**src/rtl/riscv_pkg.sv**
```systemverilog
// Shared RISC-V core definitions: data width, reset vector and the fetch
// buffer entry layout. When FETCH_MISALIGN_TRAP_EN is defined the entry
// carries a misaligned-target fault bit; otherwise the bit does not exist.
package riscv_pkg;

    localparam int XLEN = 32;

    // ROM region base; first instruction fetched after reset
    localparam logic [XLEN-1:0] RESET_PC_DEFAULT = 32'h0000_0000;

    typedef struct packed {
        logic [XLEN-1:0] pc;
        logic [XLEN-1:0] instr;
`ifdef FETCH_MISALIGN_TRAP_EN
        logic            fault;
`endif
    } fetch_entry_t;

    // Clear the byte offset so the address names a whole instruction word
    function automatic logic [XLEN-1:0] align_word(input logic [XLEN-1:0] addr);
        return {addr[XLEN-1:2], 2'b00};
    endfunction

endpackage

```
**src/rtl/fetch_fifo.sv**
```systemverilog
// Small synchronous FIFO of fetch entries. DEPTH must be a power of two so
// the pointers wrap by plain overflow. Flush empties the buffer and wins over
// any push or pop in the same cycle. Push and pop may coincide when full.
module fetch_fifo
    import riscv_pkg::*;
#(
    parameter int DEPTH = 2
) (
    input  logic                   clk,
    input  logic                   reset_n,
    input  logic                   i_push,
    input  logic                   i_pop,
    input  logic                   i_flush,
    input  fetch_entry_t           i_entry,
    output fetch_entry_t           o_head,
    output logic [$clog2(DEPTH):0] o_count,
    output logic                   o_empty,
    output logic                   o_full
);

    localparam int AW = $clog2(DEPTH);
    localparam logic [AW:0] LP_FULL = {1'b1, {AW{1'b0}}};

    fetch_entry_t  r_mem [DEPTH];
    logic [AW-1:0] r_wr_ptr;
    logic [AW-1:0] r_rd_ptr;
    logic [AW:0]   r_count;

    logic w_push;
    logic w_pop;

    assign w_push  = i_push & ~i_flush;
    assign w_pop   = i_pop & ~o_empty & ~i_flush;

    assign o_count = r_count;
    assign o_empty = (r_count == '0);
    assign o_full  = (r_count == LP_FULL);
    assign o_head  = r_mem[r_rd_ptr];

    // Storage array; data is not reset, only the pointers and count are
    always_ff @(posedge clk) begin
        if (w_push) begin
            r_mem[r_wr_ptr] <= i_entry;
        end
    end

    // Pointer and occupancy bookkeeping
    always_ff @(posedge clk) begin
        if (!reset_n || i_flush) begin
            r_wr_ptr <= '0;
            r_rd_ptr <= '0;
            r_count  <= '0;
        end else begin
            if (w_push) begin
                r_wr_ptr <= r_wr_ptr + 1'b1;
            end
            if (w_pop) begin
                r_rd_ptr <= r_rd_ptr + 1'b1;
            end
            r_count <= r_count + {{AW{1'b0}}, w_push} - {{AW{1'b0}}, w_pop};
        end
    end

    // The fetch unit's issue credit must never let a push land on a full FIFO
    a_no_overflow: assert property (@(posedge clk) disable iff (!reset_n)
        !(w_push && o_full && !w_pop));

endmodule

```
**src/rtl/fetch_unit.sv**
```systemverilog
// Instruction fetch stage. Holds the PC, issues word reads to the instruction
// memory port (one-cycle synchronous latency), buffers returned words in a
// small FIFO and hands them to decode over valid/ready. A redirect flushes
// everything stale and restarts fetch at the new target in the same cycle.
//
// Build option FETCH_MISALIGN_TRAP_EN: a misaligned redirect target is fetched
// from its aligned word, tagged with out_fault, and fetch halts until the next
// redirect. Without it the low target bits are ignored and out_fault is 0.
module fetch_unit
    import riscv_pkg::*;
#(
    parameter logic [31:0] RESET_PC = RESET_PC_DEFAULT,
    parameter int          DEPTH    = 2
) (
    input  logic        clk,
    input  logic        reset_n,
    output logic [31:0] imem_address,
    output logic        imem_enable,
    input  logic [31:0] imem_data,
    input  logic        imem_wait,
    input  logic        redirect_valid,
    input  logic [31:0] redirect_pc,
    output logic        out_valid,
    input  logic        out_ready,
    output logic [31:0] out_pc,
    output logic [31:0] out_instr,
    output logic        out_fault
);

    localparam int AW = $clog2(DEPTH);
    // DEPTH expressed at the width of the occupancy sum (count + inflight)
    localparam logic [AW+1:0] LP_DEPTH = {2'b01, {AW{1'b0}}};

    logic [XLEN-1:0] r_pc;
    logic            r_inflight;
    logic [XLEN-1:0] r_issued_pc;
    logic            r_halt;
`ifdef FETCH_MISALIGN_TRAP_EN
    logic            r_issued_fault;
`endif

    logic            w_redirect;
    logic [XLEN-1:0] w_raw_addr;
    logic [XLEN-1:0] w_addr;
    logic            w_fault_now;
    logic            w_issue;
    logic            w_accept;
    logic            w_pop;
    logic            w_push;
    logic [AW+1:0]   w_occ;
    logic [AW:0]     w_count;
    logic            w_empty;
    logic            w_full;
    fetch_entry_t    w_push_entry;
    fetch_entry_t    w_head;

    // A redirect presented while in reset is meaningless and ignored
    assign w_redirect = reset_n & redirect_valid;

    // The redirect target bypasses the PC register so it issues this cycle
    assign w_raw_addr = w_redirect ? redirect_pc : r_pc;
    assign w_addr     = align_word(w_raw_addr);

`ifdef FETCH_MISALIGN_TRAP_EN
    // Only a redirect can make the raw address misaligned; a stalled
    // misaligned redirect keeps its low bits in r_pc until it is accepted
    assign w_fault_now = |w_raw_addr[1:0];
`else
    logic w_unused;
    assign w_fault_now = 1'b0;
    assign w_unused    = ^w_raw_addr[1:0];
`endif

    // Decode handshake; a redirect cancels any pop in the same cycle
    assign out_valid = ~w_empty;
    assign w_pop     = out_valid & out_ready;

    // Entries that will occupy the FIFO after this cycle's pop, counting the
    // response still in flight; a redirect drops all of them
    assign w_occ = {1'b0, w_count}
                 + {{(AW + 1){1'b0}}, r_inflight}
                 - {{(AW + 1){1'b0}}, w_pop};

    assign w_issue = reset_n & (w_redirect | (~r_halt & (w_occ < LP_DEPTH)));

    assign imem_enable  = w_issue;
    assign imem_address = w_addr;
    assign w_accept     = w_issue & ~imem_wait;

    // Any response arriving during a redirect belongs to the old stream. With
    // a one-cycle memory no stale response can land later than that, because
    // the request accepted in the redirect cycle already carries the target.
    assign w_push = r_inflight & ~w_redirect;

    // Assemble the FIFO entry from the response and its issuing address
    always_comb begin
        w_push_entry       = '0;
        w_push_entry.pc    = r_issued_pc;
        w_push_entry.instr = imem_data;
`ifdef FETCH_MISALIGN_TRAP_EN
        w_push_entry.fault = r_issued_fault;
`endif
    end

    fetch_fifo #(
        .DEPTH (DEPTH)
    ) u_fifo (
        .clk     (clk),
        .reset_n (reset_n),
        .i_push  (w_push),
        .i_pop   (w_pop),
        .i_flush (w_redirect),
        .i_entry (w_push_entry),
        .o_head  (w_head),
        .o_count (w_count),
        .o_empty (w_empty),
        .o_full  (w_full)
    );

    // Fetch control: next PC, outstanding-request flag and fault halt
    always_ff @(posedge clk) begin
        if (!reset_n) begin
            r_pc       <= RESET_PC;
            r_inflight <= 1'b0;
            r_halt     <= 1'b0;
        end else begin
            r_inflight <= w_accept;
            if (w_accept) begin
                r_pc <= w_addr + 32'd4;
            end else if (w_redirect) begin
                r_pc <= w_raw_addr;
            end
            if (w_accept) begin
                r_halt <= w_fault_now;
            end else if (w_redirect) begin
                r_halt <= 1'b0;
            end
        end
    end

    // Remember the address (and fault tag) of the accepted request for capture
    always_ff @(posedge clk) begin
        if (w_accept) begin
            r_issued_pc <= w_addr;
`ifdef FETCH_MISALIGN_TRAP_EN
            r_issued_fault <= w_fault_now;
`endif
        end
    end

    // Head fields read as zero when nothing is presented
    assign out_pc    = w_empty ? '0 : w_head.pc;
    assign out_instr = w_empty ? '0 : w_head.instr;
`ifdef FETCH_MISALIGN_TRAP_EN
    assign out_fault = ~w_empty & w_head.fault;
`else
    assign out_fault = 1'b0;
`endif

    logic w_unused_full;
    assign w_unused_full = w_full;

endmodule
```
**config.mk**
```make
export PLATFORM = sky130hd
export DESIGN_NAME = fetch_unit
export DESIGN_NICKNAME = d
export VERILOG_FILES = /design/src/rtl/riscv_pkg.sv /design/src/rtl/fetch_fifo.sv /design/src/rtl/fetch_unit.sv
export SDC_FILE = /design/constraint.sdc
export NUM_CORES = 1
export LEC_CHECK = 0
export BUFFER_PORTS_ARGS = -buffer_cell sky130_fd_sc_hd__buf_4
export CAP_MARGIN = 10
export CELL_PAD_IN_SITES_DETAIL_PLACEMENT = 2
export CELL_PAD_IN_SITES_GLOBAL_PLACEMENT = 2
export CORE_MARGIN = 5
export CORE_UTILIZATION = 36
export CTS_BUF_LIST = sky130_fd_sc_hd__clkbuf_16
export CTS_CLUSTER_DIAMETER = 150
export CTS_CLUSTER_SIZE = 30
export DETAILED_ROUTE_END_ITERATION = 10
export PLACE_DENSITY_LB_ADDON = 0.05
export SETUP_SLACK_MARGIN = 0.4
export SYNTH_ARGS = -nofsm -noshare
export SYNTH_HDL_FRONTEND = slang
export SYNTH_SLANG_ARGS = --single-unit
export TNS_END_PERCENT = 50
```
**constraint.sdc**
```tcl
create_clock -name clk -period 5.5 [get_ports clk]
set_input_delay 0.55 -clock clk [delete_from_list [all_inputs] [get_ports clk]]
set_output_delay 0.55 -clock clk [all_outputs]
set_load 0.05 [all_outputs]
```
### Word-level counts from Yosys, hierarchy flattened

Memory sizes are Yosys's and may differ from the RTL's. A register that Yosys moved wholly into a read port is not among the register bits.
Cells that the tools add are included.

* word-level logic and storage cells: 40
* memory bits (writable): 124
* input port bits: 69
* register bits: 67
* memories kept: 1

Memories
* u_fifo.r_mem: words 2, bits a word 62, read ports 1, clocked after Yosys merged registers in 1, wr ports 1, RTL line fetch_fifo.sv:24 `fetch_entry_t r_mem [DEPTH];`

* reduce and logical (&&, ||, !) cells: 4
* bitwise logic cells: 12
* magnitude comparators: 1
* add/sub/neg operators: 7
* multiplexer cells: 9

Operators by type and width (number)
* $mux W32: 5
* $add A32 B3 Y32 const B: 1
* $and A1 B1 Y1: 8
* $mux W1: 4
* $add A2 B1 Y3: 1
* $lt A3 B2 Y1 const B: 1
* $not A1 Y1: 3
* $sub A3 B1 Y3: 1
* $add A1 B1 Y1 const B: 2
* $add A2 B1 Y2: 1
* $logic_not A2 Y1: 1
* $reduce_bool A2 Y1: 1
* $sub A2 B1 Y2: 1
* $logic_not A1 Y1: 1
* $logic_or A1 B1 Y1: 1
* $or A1 B1 Y1: 1

### Depth between registers and ports, before layout

* depth in word-level cells: 9
* mapped depth: 13
* gate-level depth less buffers: 11

### Hierarchy

Synthesis repeated with hierarchy kept, for this count alone.

* cell total of the unflattened synthesis: 644
* area total of the unflattened synthesis: 8839.7 um^2

Modules (own cells, without submodules)
* fetch_fifo: seq. area each 3943.8 um^2, instances 1, area each 5127.4 um^2, cells each 226
* fetch_unit: seq. area each 1521.5 um^2, instances 1, area each 3712.3 um^2, cells each 418

### Least setup slack after synthesis

OpenSTA, ideal clock, no wires.

* path type: input port to flip-flop
* start point: input port redirect_valid
* end point: memory u_fifo.r_mem[0][0] (netlist bit) (enable)
* path buffers: 3
* stages: 6
* setup time: 490 ps
* data required time: 5010 ps
* slack: 682 ps
* data arrival time: 4328 ps
* cells stage by stage: clkbuf_1 clkbuf_1 nand2_1 clkbuf_1 and2_1 nor2b_1

* word-level cells in the longest chain between the ends: 6

RTL lines
* start: declaration: RTL line fetch_unit.sv:21 `input logic redirect_valid,`
* $and A1 B1 Y1 (*): RTL line fetch_unit.sv:58 `assign w_redirect = reset_n & redirect_valid;`
* $not A1 Y1 (*): RTL line fetch_fifo.sv:32, fetch_unit.sv:93
* $and A1 B1 Y1: RTL line fetch_unit.sv:93 `assign w_push = r_inflight & ~w_redirect;`
* $and A1 B1 Y1 (*): RTL line fetch_fifo.sv:32 `assign w_push = i_push & ~i_flush;`
* via u_fifo.w_push: RTL line fetch_fifo.sv:29 `logic w_push;`
* $mux W1 (*): RTL line fetch_fifo.sv:42 `if (w_push) begin`
* $mux W1 (not written as such) (*): RTL line fetch_fifo.sv:43 `r_mem[r_wr_ptr] <= i_entry;`
* end: declaration: RTL line fetch_fifo.sv:24

Mark *: on every way through the listed nets, which the timed path passes. The rest lies on a longest branch.

### Worst setup path in the final report

* start point: register u_fifo.r_count[1], in the netlist u_fifo.o_count[1]
* end point: register r_pc[28]

* word-level cells in the longest chain between the ends: 9
* elaborated cells on any way between the ends: 11
* those cells by class: add/sub: 2; order compare: 1; mux: 1; bitwise: 5; reduce/logical: 2

RTL lines
* start: declaration: RTL line fetch_fifo.sv:27 `logic [AW:0] r_count;`
* start signal: assignment: RTL line fetch_fifo.sv:60 `r_count <= r_count + {{AW{1'b0}}, w_push} - {{AW{1'b0}}, w_pop};`
* parallel branches: the longest is 3 deep, another holds $add A2 B1 Y3
* $sub A3 B1 Y3 (*): RTL line fetch_unit.sv:82 `- {{(AW + 1){1'b0}}, w_pop};`
* $lt A3 B2 Y1 (*): RTL line fetch_unit.sv:84 `assign w_issue = reset_n & (w_redirect | (~r_halt & (w_occ < LP_DEPTH)));`
* $or A1 B1 Y1 (*): RTL line fetch_unit.sv:84
* $and A1 B1 Y1 (*): RTL line fetch_unit.sv:84
* $and A1 B1 Y1 (*): RTL line fetch_unit.sv:88 `assign w_accept = w_issue & ~imem_wait;`
* via w_accept: RTL line fetch_unit.sv:47 `logic w_accept;`
* $mux W32 / $reduce_bool A2 Y1 (equally long branches)
* end signal: assignment: RTL line fetch_unit.sv:129 `r_pc <= w_addr + 32'd4;`
* end signal: assignment: RTL line fetch_unit.sv:131 `r_pc <= w_raw_addr;`
* end: declaration: RTL line fetch_unit.sv:34 `logic [XLEN-1:0] r_pc;`

Mark *: on every way through the listed nets, which the timed path passes.
A chain may end at the register's enable or synchronous reset.

==> results.ini <==
[run_status]
run_status=finished clean

[cts]
clock_tree.htree_level_count=4
cts.root.buffer_cell=clkbuf_16
numCtsBuffers=17
cts_tree=built
worst_setup_hold_path_clk_slew_ns=0.08
cts.hold.buffers_added=0
insertion_delay_ns=0.43
post_cts_buffers=0
postcts_resize_cnt=0
clock_path_buffers=2
clock_sinks=190

[place]
gp_congestion=0.798
place_ws_ns=1.44
numPortBuffers=160
place_hpwl_um=15400

[drt]
totalWireLength_um=22700
detail_route.wl_per_cell_um=21.1
drt_first_iter_violations=251
dr.pass1.iters=4
drc_errors=0
viasPerCell=5.07
vias=5454
ant_nets=0

[pwr]
pwrdens_nw_per_um2=340
power.switching_fraction=0.284
total_power_mw=3.41
static-leakage-power_nw=3.68
seqPwrFrac=0.497
clock_power_share=0.350
power.share.combinational=0.153
vdd.ir_drop.worst_mv=0.219
total_switching_power_mw=0.969
p_int_mw=2.45

[cells_and_area]
area_growth_from_synthesis_to_final_layout_pct=25.6
final_nets=856
final-seq-area_sq_um=5350
fill_cells=2180
multi_input_area_sq_um=2450
drive_above_1_share=0.268
post-route-util=0.460

[logic_synthesis]
netlist.area_leader.share=0.578
synth_compound_gate_area_share=0.0349
synth.distinct_cells=48
yosysWarnings=0
ys_dominant_reg_cell=edfxtp_1
netlist_instances=625
synthSimpleGateAreaFrac=0.133
synth_top_area_cells=edfxtp_1 58%, mux2i_1 9.5%, dfxtp_1 9.0%
synthesized_area_per_cell_sq_um=12.8
synth_edf_count=154
netlist.top_cell.by_area=edfxtp_1
adder_cell_area_share_of_the_yosys_netlist=0.00876
synth.area.mux_share=0.105
synth.cell_area_sq_um=8000
synth_seq_cells=190
synth_seq_area_share=0.668
async_reset_ff_frac=0
synth_top_family_by_area=simple AND/OR/NAND/NOR gates
synthXorXnorAreaFrac=0.0197

[timing]
timing.slew.headroom=0.342
worst_clock_skew_ns=0.0131
timing.setup.tns_ns=0
report.final.slew_viol_count=0
hold_slack_ns=0.303
max_freq_ghz=0.260
hold_viol=0
finalSetupViolCount=0
tightest_slew_ns=0.978
min_period_over_period=0.698
finalWorstPathRequiredPeriod_ns=3.84
rsz0062_at_grt=no
finalWorstSetupSlack_ns=1.66

[die]
placement_rows=54
initial_cell_density_of_the_core=0.366
die_w_um=159
floorplan.io_pins=168
floorplan.die_area_sq_um=25300
core_area_sq_um=21800
die-height_um=159

[run]
max_cap_violations=0

[setup_path]
cp_max_fo=21
worstSetupStartpointType=register
cp.required_ns=5.85
reg2reg_depth=11
timing.setup.critical_path_class=register to register
worstSetupEndpointType=register
critical_path_arrival_ns=4.19

[global_route]
antenna_found_initial=1
grt_max_degree=64
grt_pass1_wl_um=35600
grt_overflow_total=0
grt_usage=0.177
via_count_of_the_first_global_routing_pass=6238

[min_path]
worstHoldPathCells=1
worstHoldPathType=input pin to register

-- Yosys cell counts, drive strengths merged, types with 5 or more instances --
library cell and count:
a21oi 10, a31oi 5, and2 5, buf 16, clkbuf 17, dfxtp 36
edfxtp 154, inv 19, mux2 7, mux2i 76, nand2 64, nand3 12
nand4 23, nor2 89, nor3 7, nor4 8, o21ai 18, or3 5
xnor2 17
-- worst paths after layout --
check                    start                  end  slack, ns
max reg2reg  u_fifo.o_count[1]             r_pc[28]       1.66
max          u_fifo.o_count[1]             r_pc[28]       1.66
min reg2reg    r_issued_pc[10]  u_fifo.r_mem[1][40]       0.45
min              imem_data[14]  u_fifo.r_mem[1][14]       0.30
-- power groups by stage --
stage	logic [mW]	registers, mW	clock network (mW)
floorplan	0.343	1.71	0
global placement	0.514	1.72	0
CTS	0.535	1.70	1.23
global route	0.560	1.71	1.29
detailed placement	0.531	1.73	0
finish	0.524	1.70	1.19
-- per-stage QoR --
stage	std cells	area [sq um]
final	1076	10000
after global routing	1076	10000
after CTS	1075	10000
after detailed placement	1043	9480
after global placement	1043	9480
after floorplan	629	8010
-- layer usage --
metal  part of all wire  global-route usage  vias to the layer above
met5                  0                   0                        -
met4             0.0066              0.0419                        0
met2               0.53               0.321                      124
met3              0.036              0.0383                       10
li1                   -                   -                     2560
met1               0.42               0.216                     2760
-- logic make-up after synthesis --
family	after synthesis
muxes	83
AOI/OAI and AO/OA	44
other	1
adders and majority gates	5
xor gates and xnor gates	18
buffers and inverters	53
DFF	190
and+or+nand+nor	231
-- placed cells by master (no fill, tap or decap), types with 2 or more instances in the layout --
cell	instances
conb_1	5
o31ai_1	3
nor3_1	7
or4_1	2
ha_1	4
inv_1	20
nand4_1	23
edfxtp_1	154
clkbuf_16	17
xnor2_1	17
nand2_1	64
clkinv_1	2
inv_6	5
and2_1	4
nor2_1	88
nor3b_1	2
o21ai_0	16
mux2_2	7
nand3b_1	2
mux2i_1	76
a21oi_1	10
buf_4	167
nand2b_1	3
dfxtp_1	35
a31oi_1	5
nor2b_1	2
clkinvlp_4	4
nand3_1	11
and3_1	3
nor4_1	8
or3_1	5
-- registers in the layout (all words and copies together) (netlist names), named ones only --
| signal | cells |
|---|---|
| r_pc | 30 |
| u_fifo.r_mem | 124 |
| u_fifo.r_wr_ptr | 1 |
| r_inflight | 1 |
| u_fifo.r_rd_ptr | 1 |
| u_fifo.o_count | 2 |
| r_issued_pc | 30 |
-- critical path, stage by stage, from the launching register on --
cell and delay [ns]:
dfxtp_1 0.42, nor2_4 0.04, nor2b_1 0.18, ha_1 0.27
nor2b_1 0.14, fa_1 0.51, o31ai_4 0.30, buf_4 0.34
nand3_1 0.33, nor4_1 0.89, nor2_1 0.08, a211oi_1 0.25
-- layout make-up --
cell class | count | area share
inverters | 20 | 0.00747
flip-flops and latches | 190 | 0.533
clock buffers | 17 | 0.0424
clock inverters | 15 | 0.0136
repair buffers | 167 | 0.125
well taps | 280 | 0.0349
multi-input cells | 386 | 0.244
diodes | 1 | 0.000249
Power figures use the tool's default switching activity.
